**src/rtl/miner_job_ctrl.sv**
```systemverilog
// miner_job_ctrl: job sequencer in front of the SHA-256d miner core.
// Host words land in a shadow bank, job_commit moves them to a one-deep
// pending slot, and the FSM launches pending jobs on the core and
// returns each result over a valid/ready port.
// Optional build macro: MINER_JOB_TIMER_EN adds a per-job cycle counter
// and the res_cycles output.
module miner_job_ctrl #(
  parameter int NONCE_LAT = 132
) (
  input  logic         clk,
  input  logic         arst_n,
  input  logic         wr_en,
  input  logic [4:0]   wr_addr,
  input  logic [31:0]  wr_data,
  input  logic         job_commit,
  input  logic         ovf_clr,
  output logic         pending_full,
  output logic         busy,
  output logic         overflow,
  output logic         core_start,
  output logic         core_use_nonce_in,
  output logic         core_oneshot,
  output logic [607:0] core_hdr,
  output logic [31:0]  core_nonce_in,
  input  logic         core_done,
  input  logic         core_found,
  input  logic [31:0]  core_nonce,
  output logic         res_valid,
  input  logic         res_ready,
  output logic         res_found,
  output logic [31:0]  res_nonce,
  output logic [7:0]   res_job_id
`ifdef MINER_JOB_TIMER_EN
  ,
  output logic [31:0]  res_cycles
`endif
);

  // Core latency is informational; a non-positive value is simply a bad
  // configuration and creates no hardware either way.
  if (NONCE_LAT <= 0) begin : g_nonce_lat_invalid
  end

  typedef enum logic [2:0] {
    S_IDLE,
    S_LAUNCH,
    S_WAITLOW,
    S_RUN,
    S_REPORT
  } state_t;

  state_t      r_state;
  state_t      w_state_nxt;
  logic        w_launch;
  logic        w_capture;
  logic        w_accept;
  logic        w_commit_ok;
  logic        w_commit_rej;

  // Words 0..19 (header plus nonce_start); ctrl keeps only its used fields.
  logic [31:0] r_sh [20];
  logic        r_sh_oneshot;
  logic [7:0]  r_sh_id;

  logic [31:0] r_pd [20];
  logic        r_pd_oneshot;
  logic [7:0]  r_pd_id;
  logic        r_pend_full;

  logic [31:0] r_act [20];
  logic        r_act_oneshot;
  logic [7:0]  r_act_id;

  logic        r_ovf;
  logic        r_res_valid;
  logic        r_res_found;
  logic [31:0] r_res_nonce;
  logic [7:0]  r_res_id;
  logic [607:0] w_core_hdr;

  // A commit is judged on the occupancy seen at the start of the cycle,
  // so a launch vacating the slot in the same cycle does not rescue it.
  assign w_commit_ok  = job_commit && !r_pend_full;
  assign w_commit_rej = job_commit &&  r_pend_full;

  // FSM state register.
  always_ff @(posedge clk or negedge arst_n) begin
    if (!arst_n) r_state <= S_IDLE;
    else         r_state <= w_state_nxt;
  end

  // FSM next state and the single-cycle event strobes.
  always_comb begin
    w_state_nxt = r_state;
    w_launch    = 1'b0;
    w_capture   = 1'b0;
    w_accept    = 1'b0;
    case (r_state)
      S_IDLE: begin
        if (r_pend_full && core_done) begin
          w_launch    = 1'b1;
          w_state_nxt = S_LAUNCH;
        end
      end
      S_LAUNCH:  w_state_nxt = S_WAITLOW;
      S_WAITLOW: if (!core_done) w_state_nxt = S_RUN;
      S_RUN: begin
        if (core_done) begin
          w_capture   = 1'b1;
          w_state_nxt = S_REPORT;
        end
      end
      S_REPORT: begin
        if (r_res_valid && res_ready) begin
          w_accept    = 1'b1;
          w_state_nxt = S_IDLE;
        end
      end
      default: w_state_nxt = S_IDLE;
    endcase
  end

  // Shadow bank: word writes from the host; addresses 21..31 are dropped.
  always_ff @(posedge clk or negedge arst_n) begin
    if (!arst_n) begin
      for (int k = 0; k < 20; k++) r_sh[k] <= '0;
      r_sh_oneshot <= 1'b0;
      r_sh_id      <= '0;
    end else if (wr_en) begin
      for (int k = 0; k < 20; k++) begin
        if (wr_addr == 5'(k)) r_sh[k] <= wr_data;
      end
      if (wr_addr == 5'd20) begin
        r_sh_oneshot <= wr_data[0];
        r_sh_id      <= wr_data[15:8];
      end
    end
  end

  // Pending slot: filled by an accepted commit (pre-write shadow), emptied on launch.
  always_ff @(posedge clk or negedge arst_n) begin
    if (!arst_n) begin
      for (int k = 0; k < 20; k++) r_pd[k] <= '0;
      r_pd_oneshot <= 1'b0;
      r_pd_id      <= '0;
      r_pend_full  <= 1'b0;
    end else if (w_launch) begin
      r_pend_full <= 1'b0;
    end else if (w_commit_ok) begin
      for (int k = 0; k < 20; k++) r_pd[k] <= r_sh[k];
      r_pd_oneshot <= r_sh_oneshot;
      r_pd_id      <= r_sh_id;
      r_pend_full  <= 1'b1;
    end
  end

  // Sticky overflow; a rejected commit wins over a simultaneous clear.
  always_ff @(posedge clk or negedge arst_n) begin
    if (!arst_n)           r_ovf <= 1'b0;
    else if (w_commit_rej) r_ovf <= 1'b1;
    else if (ovf_clr)      r_ovf <= 1'b0;
  end

  // Active job registers: loaded only when leaving IDLE for LAUNCH.
  always_ff @(posedge clk or negedge arst_n) begin
    if (!arst_n) begin
      for (int k = 0; k < 20; k++) r_act[k] <= '0;
      r_act_oneshot <= 1'b0;
      r_act_id      <= '0;
    end else if (w_launch) begin
      for (int k = 0; k < 20; k++) r_act[k] <= r_pd[k];
      r_act_oneshot <= r_pd_oneshot;
      r_act_id      <= r_pd_id;
    end
  end

`ifdef MINER_JOB_TIMER_EN
  logic [31:0] r_cyc;
  logic [31:0] w_cyc_inc;

  function automatic logic [31:0] f_sat_inc(input logic [31:0] v);
    return (v == 32'hFFFF_FFFF) ? v : v + 32'd1;
  endfunction

  // The capture cycle itself is in RUN, so the latched count includes it.
  assign w_cyc_inc = f_sat_inc(r_cyc);

  // Job timer: cleared in LAUNCH, counts every WAITLOW and RUN cycle.
  always_ff @(posedge clk or negedge arst_n) begin
    if (!arst_n)                                       r_cyc <= '0;
    else if (r_state == S_LAUNCH)                      r_cyc <= '0;
    else if (r_state == S_WAITLOW || r_state == S_RUN) r_cyc <= w_cyc_inc;
  end

  logic [31:0] r_res_cycles;

  // Cycle count is latched alongside the other result fields.
  always_ff @(posedge clk or negedge arst_n) begin
    if (!arst_n)        r_res_cycles <= '0;
    else if (w_capture) r_res_cycles <= w_cyc_inc;
  end

  assign res_cycles = r_res_cycles;
`endif

  // Result registers: captured when the core finishes, held through REPORT.
  always_ff @(posedge clk or negedge arst_n) begin
    if (!arst_n) begin
      r_res_valid <= 1'b0;
      r_res_found <= 1'b0;
      r_res_nonce <= '0;
      r_res_id    <= '0;
    end else if (w_capture) begin
      r_res_valid <= 1'b1;
      r_res_found <= core_found;
      r_res_nonce <= core_nonce;
      r_res_id    <= r_act_id;
    end else if (w_accept) begin
      r_res_valid <= 1'b0;
    end
  end

  // Flatten the active words 0..18 into the core header bus.
  always_comb begin
    w_core_hdr = '0;
    for (int k = 0; k < 19; k++) w_core_hdr[32*k +: 32] = r_act[k];
  end

  assign pending_full      = r_pend_full;
  assign busy              = (r_state != S_IDLE);
  assign overflow          = r_ovf;
  assign core_start        = (r_state == S_LAUNCH);
  assign core_use_nonce_in = 1'b1;
  assign core_oneshot      = r_act_oneshot;
  assign core_hdr          = w_core_hdr;
  assign core_nonce_in     = r_act[19];
  assign res_valid         = r_res_valid;
  assign res_found         = r_res_found;
  assign res_nonce         = r_res_nonce;
  assign res_job_id        = r_res_id;

endmodule

```
**config.mk**
```make
export PLATFORM = sky130hd
export DESIGN_NAME = miner_job_ctrl
export DESIGN_NICKNAME = d
export VERILOG_FILES = /design/src/rtl/miner_job_ctrl.sv
export SDC_FILE = /design/constraint.sdc
export NUM_CORES = 2
export LEC_CHECK = 0
export ABC_AREA = 0
export CAP_MARGIN = 20
export CORE_MARGIN = 4
export CORE_UTILIZATION = 55
export CTS_CLUSTER_DIAMETER = 40
export DETAILED_ROUTE_END_ITERATION = 8
export PLACE_DENSITY = 0.78
export SYNTH_ARGS = -nofsm -noshare
export SYNTH_HDL_FRONTEND = slang
export SYNTH_SLANG_ARGS = --single-unit
```
**constraint.sdc**
```tcl
create_clock -name clk -period 2.05 [get_ports clk]
set_input_delay 0.41 -clock clk [delete_from_list [all_inputs] [get_ports clk]]
set_output_delay 0.41 -clock clk [all_outputs]
set_load 0.02 [all_outputs]
```
==> load_flow_metrics.sql <==
INSERT INTO impl_metrics (metric_group, metric, value, unit) VALUES
('synth', 'syn_area', '74200', 'um2'),
('timing', 'rsz0062_at_grt', 'true', ''),
('synth', 'postSynthAreaPerCell', '17.2', 'um2'),
('synth', 'synth_edf_count', '0', ''),
('drt', 'dr_total_vias', '41100', ''),
('placed_design', 'detailedPlacementHpwl', '129', 'mm'),
('floorplan', 'die_y_extent', '375', 'um'),
('synth', 'yosys.area.top_type_share', '0.672', ''),
('floorplan', 'core', '134000', 'um2'),
('floorplan', 'die_width', '375', 'um'),
('finish', 'finish.net_count', '5347', ''),
('critical_path', 'worstPathCellList', 'or3_4, buf_6', ''),
('run_status', 'outcome', 'complete, but fails checks', ''),
('synth', 'synth_ff_type', 'dfrtp_1', ''),
('synth', 'synth_top_cell_by_area', 'dfrtp_1', ''),
('grt', 'maximum_number_of_pins_on_one_net_before_global_route_repair', '79', ''),
('timing', 'timing.final.crit_period', '2.16', 'ns'),
('clocking', 'clkSlewWorstSetupHoldPaths', '0.06', 'ns'),
('finish', 'final_layout_size_suffix_gt1_frac', '0.499', ''),
('grt', 'overflow', '0', ''),
('finish', 'mostFrequentLayoutCells', 'dfrtp_1, mux2_2, dlygate4sd2_1', ''),
('timing', 'timing.setup.tns', '-0.109', 'ns'),
('drt', 'drt.antenna.violating_nets', '0', ''),
('synth', 'syn-instance-count', '4318', ''),
('grt', 'grt_antenna_before_repair', '27', ''),
('clocking', 'tritoncts', 'yes', ''),
('grt', 'global_route.usage.total', '0.278', ''),
('drt', 'detail_route.iter0.violations', '2658', ''),
('power', 'p_per_area', '1610', 'nW/um2'),
('critical_path', 'timing.critical_path.slowest_cell_delay', '0.43', 'ns'),
('run_status', 'failed_checks', 'setup timing', ''),
('finish', 'fillerInstances', '8681', ''),
('placed_design', 'portBuffers', '763', ''),
('critical_path', 'critPathSlowestCell', 'dfrtp_2', ''),
('drt', 'vias_per_cell', '5.69', ''),
('timing', 'post-route-period-util', '1.05', ''),
('clocking', 'clock_sinks', '1994', ''),
('flow_run', 'cap_violations', '0', ''),
('finish', 'register_area', '49900', 'um2'),
('synth', 'yosys.cell_types.count', '33', ''),
('synth', 'synth-warning-count', '0', ''),
('placed_design', 'gpl.final_weighted_congestion', '0.793', ''),
('synth', 'netlist_top_cells_area', 'dfrtp_1, mux2_2, buf_2, mux2_1, buf_4', ''),
('floorplan', 'die_area', '141000', 'um2'),
('critical_path', 'setup.worst_path.start_class', 'flip-flop', ''),
('floorplan', 'core.rowCount', '134', ''),
('drt', 'drt_pass1_iterations', '5', ''),
('synth', 'ys_seq_area_frac', '0.672', ''),
('timing', 'setup_slack', '-0.109', 'ns'),
('drt', 'drt-wirelength-per-cell', '27.1', 'um'),
('critical_path', 'critical_path.max_fanout', '4', ''),
('finish', 'area_of_the_multi_input_gates', '22900', 'um2'),
('timing', 'finClkSkew', '0.0288', 'ns'),
('timing', 'endpoints_failing_hold', '0', ''),
('timing', 'relSlewSlack', '0.261', ''),
('critical_path', 'path_class', 'flip-flop to output pin', ''),
('hold_path', 'worstHoldPathType', 'primary input to flip-flop', ''),
('critical_path', 'setup.worst_path.end_class', 'output pin', ''),
('power', 'leakagePower', '0.0465', 'uW'),
('clocking', 'cts-root-buf', 'clkbuf_16', ''),
('synth', 'postSynthRegisterBits', '1994', ''),
('synth', 'mappedNetlistNets', '4395', ''),
('critical_path', 'worstPathArrival', '1.75', 'ns'),
('floorplan', 'starting_utilization_of_the_core_area', '0.555', ''),
('critical_path', 'worst-endpoint-required', '1.64', 'ns'),
('power', 'ir_drop', '0.00113', 'V'),
('timing', 'report.final.slew_viol_count', '0', ''),
('grt', 'via_count_of_the_first_global_routing_pass', '44600', ''),
('timing', 'finalSetupViolCount', '1', ''),
('power', 'pnr_total_power', '149000', 'uW'),
('clocking', 'ctsHtreeMaxLevel', '4', ''),
('clocking', 'worst_skew_pair.late_latency', '0.82', 'ns'),
('finish', 'area_growth_syn_to_layout', '25.1', '%'),
('drt', 'drt_drc_violations_left', '0', ''),
('drt', 'wirelength_routed', '196', 'mm'),
('grt', 'grt_first_pass_wirelength', '290', 'mm'),
('timing', 'maxClockFrequency', '463', 'MHz'),
('timing', 'timing_worst_slew_pin_value', '1.11', 'ns'),
('clocking', 'max-clock-path-buffers', '3', ''),
('finish', 'commonest_non_fill_non_tap_cell_in_the_layout', 'dfrtp_1', ''),
('clocking', 'cts_inserted_buffers', '217', ''),
('synth', 'async_reset_ff_frac', '1.00', ''),
('floorplan', 'design.portCount', '765', '');
-- sequential cells by signal, indices dropped and copies added (netlist names), 32 cells and up --
register	count
res_nonce	32
core_nonce_in	32
r_sh	640
core_hdr	608
r_pd	640
-- through the flow --
step	std cells	utilization	hold WS (ns)	cell area, um2	setup WS, ns
CTS	7220	0.694	0.0624	92900	-0.168
finish	7227	0.694	0.118	92900	-0.109
floorplan	4318	-	0.114	74200	0.341
global route	7224	0.694	0.0776	92900	-0.166
global placement	6811	0.642	0.372	85900	-0.293
detailed placement	6811	0.642	0.375	85900	-0.339
-- synth_stat cells, types with 2 or more instances --
master	n
nand2b_1	2
dfrtp_1	1994
nor2b_1	6
or3_1	2
nand3_1	4
mux2_4	30
a21oi_1	3
nor2_1	3
mux2_2	1902
nor3b_2	2
nand2_1	16
clkbuf_1	74
mux2_1	56
clkbuf_2	2
buf_1	3
buf_2	134
and3_1	2
and4bb_2	2
buf_4	61
buf_6	7
-- critical path, delay by kind of cell (launching register included) --
| kind | cells | cell delay, ns |
|---|---|---|
| flip-flops | 1 | 0.43 |
| AND/OR/NAND/NOR | 1 | 0.37 |
| buffers and inverters | 1 | 0.14 |
-- layout make-up --
class | instances | share of cell area
well taps | 1768 | 0.0238
inverters | 1 | 0.0000404
clock buffers | 304 | 0.0675
flip-flops and latches | 1994 | 0.538
multi-input cells | 2042 | 0.247
clock inverters | 100 | 0.0131
diodes | 4 | 0.000108
repair buffers | 1014 | 0.111
-- kinds of logic (layout without fill, tap and decap cells) --
family	after synthesis	count (layout)	synth area share
other	1	5	0.0000505
multiplexers	1988	1988	0.303
flip-flops	1994	1994	0.672
buffers and inverters	282	1419	0.0203
AO/OA/AOI/OAI	5	5	0.000371
AND/OR/NAND/NOR	48	48	0.00410
-- power breakdown --
group | leakage [uW] | internal (uW) | switching (uW)
Combinational | 0.0170 | 22500 | 21400
Clock | 0.00363 | 23400 | 16100
Sequential | 0.0258 | 54700 | 11300
-- metal layers --
| metal | part of all wire | global-route usage | vias to the layer above | routed length [um] |
|---|---|---|---|---|
| li1 | - | - | 17200 | - |
| met1 | 0.41 | 0.369 | 22100 | 80200 |
| met2 | 0.48 | 0.448 | 1439 | 93900 |
| met3 | 0.066 | 0.0615 | 384 | 13000 |
| met4 | 0.043 | 0.113 | 4 | 8510 |
| met5 | 0.00013 | 0 | - | 25 |
-- timing repair --
action | in CTS | in global routing
resized for setup | 936 | 26
endpoints found under the hold margin | 712 | 0
buffers inserted | 3 | 3
hold buffers | 2 | 0
endpoints found under the setup margin | 687 | 24
-- worst paths after layout --
path / from / end / slack [ns] / depth (start not counted)
min in group asynchronous: arst_n / r_sh[29] / 0.19 / 2
max: r_state[1] / busy / -0.11 / 2
min reg2reg: r_sh[124] / r_pd[124] / 0.48 / 1
min: wr_data[22] / r_sh[246] / 0.12 / 3
max reg2reg: r_state[1] / core_hdr[28] / 0.07 / 7
max in group asynchronous: arst_n / r_sh[621] / 0.89 / 4
(Power assumes the default switching activity.)
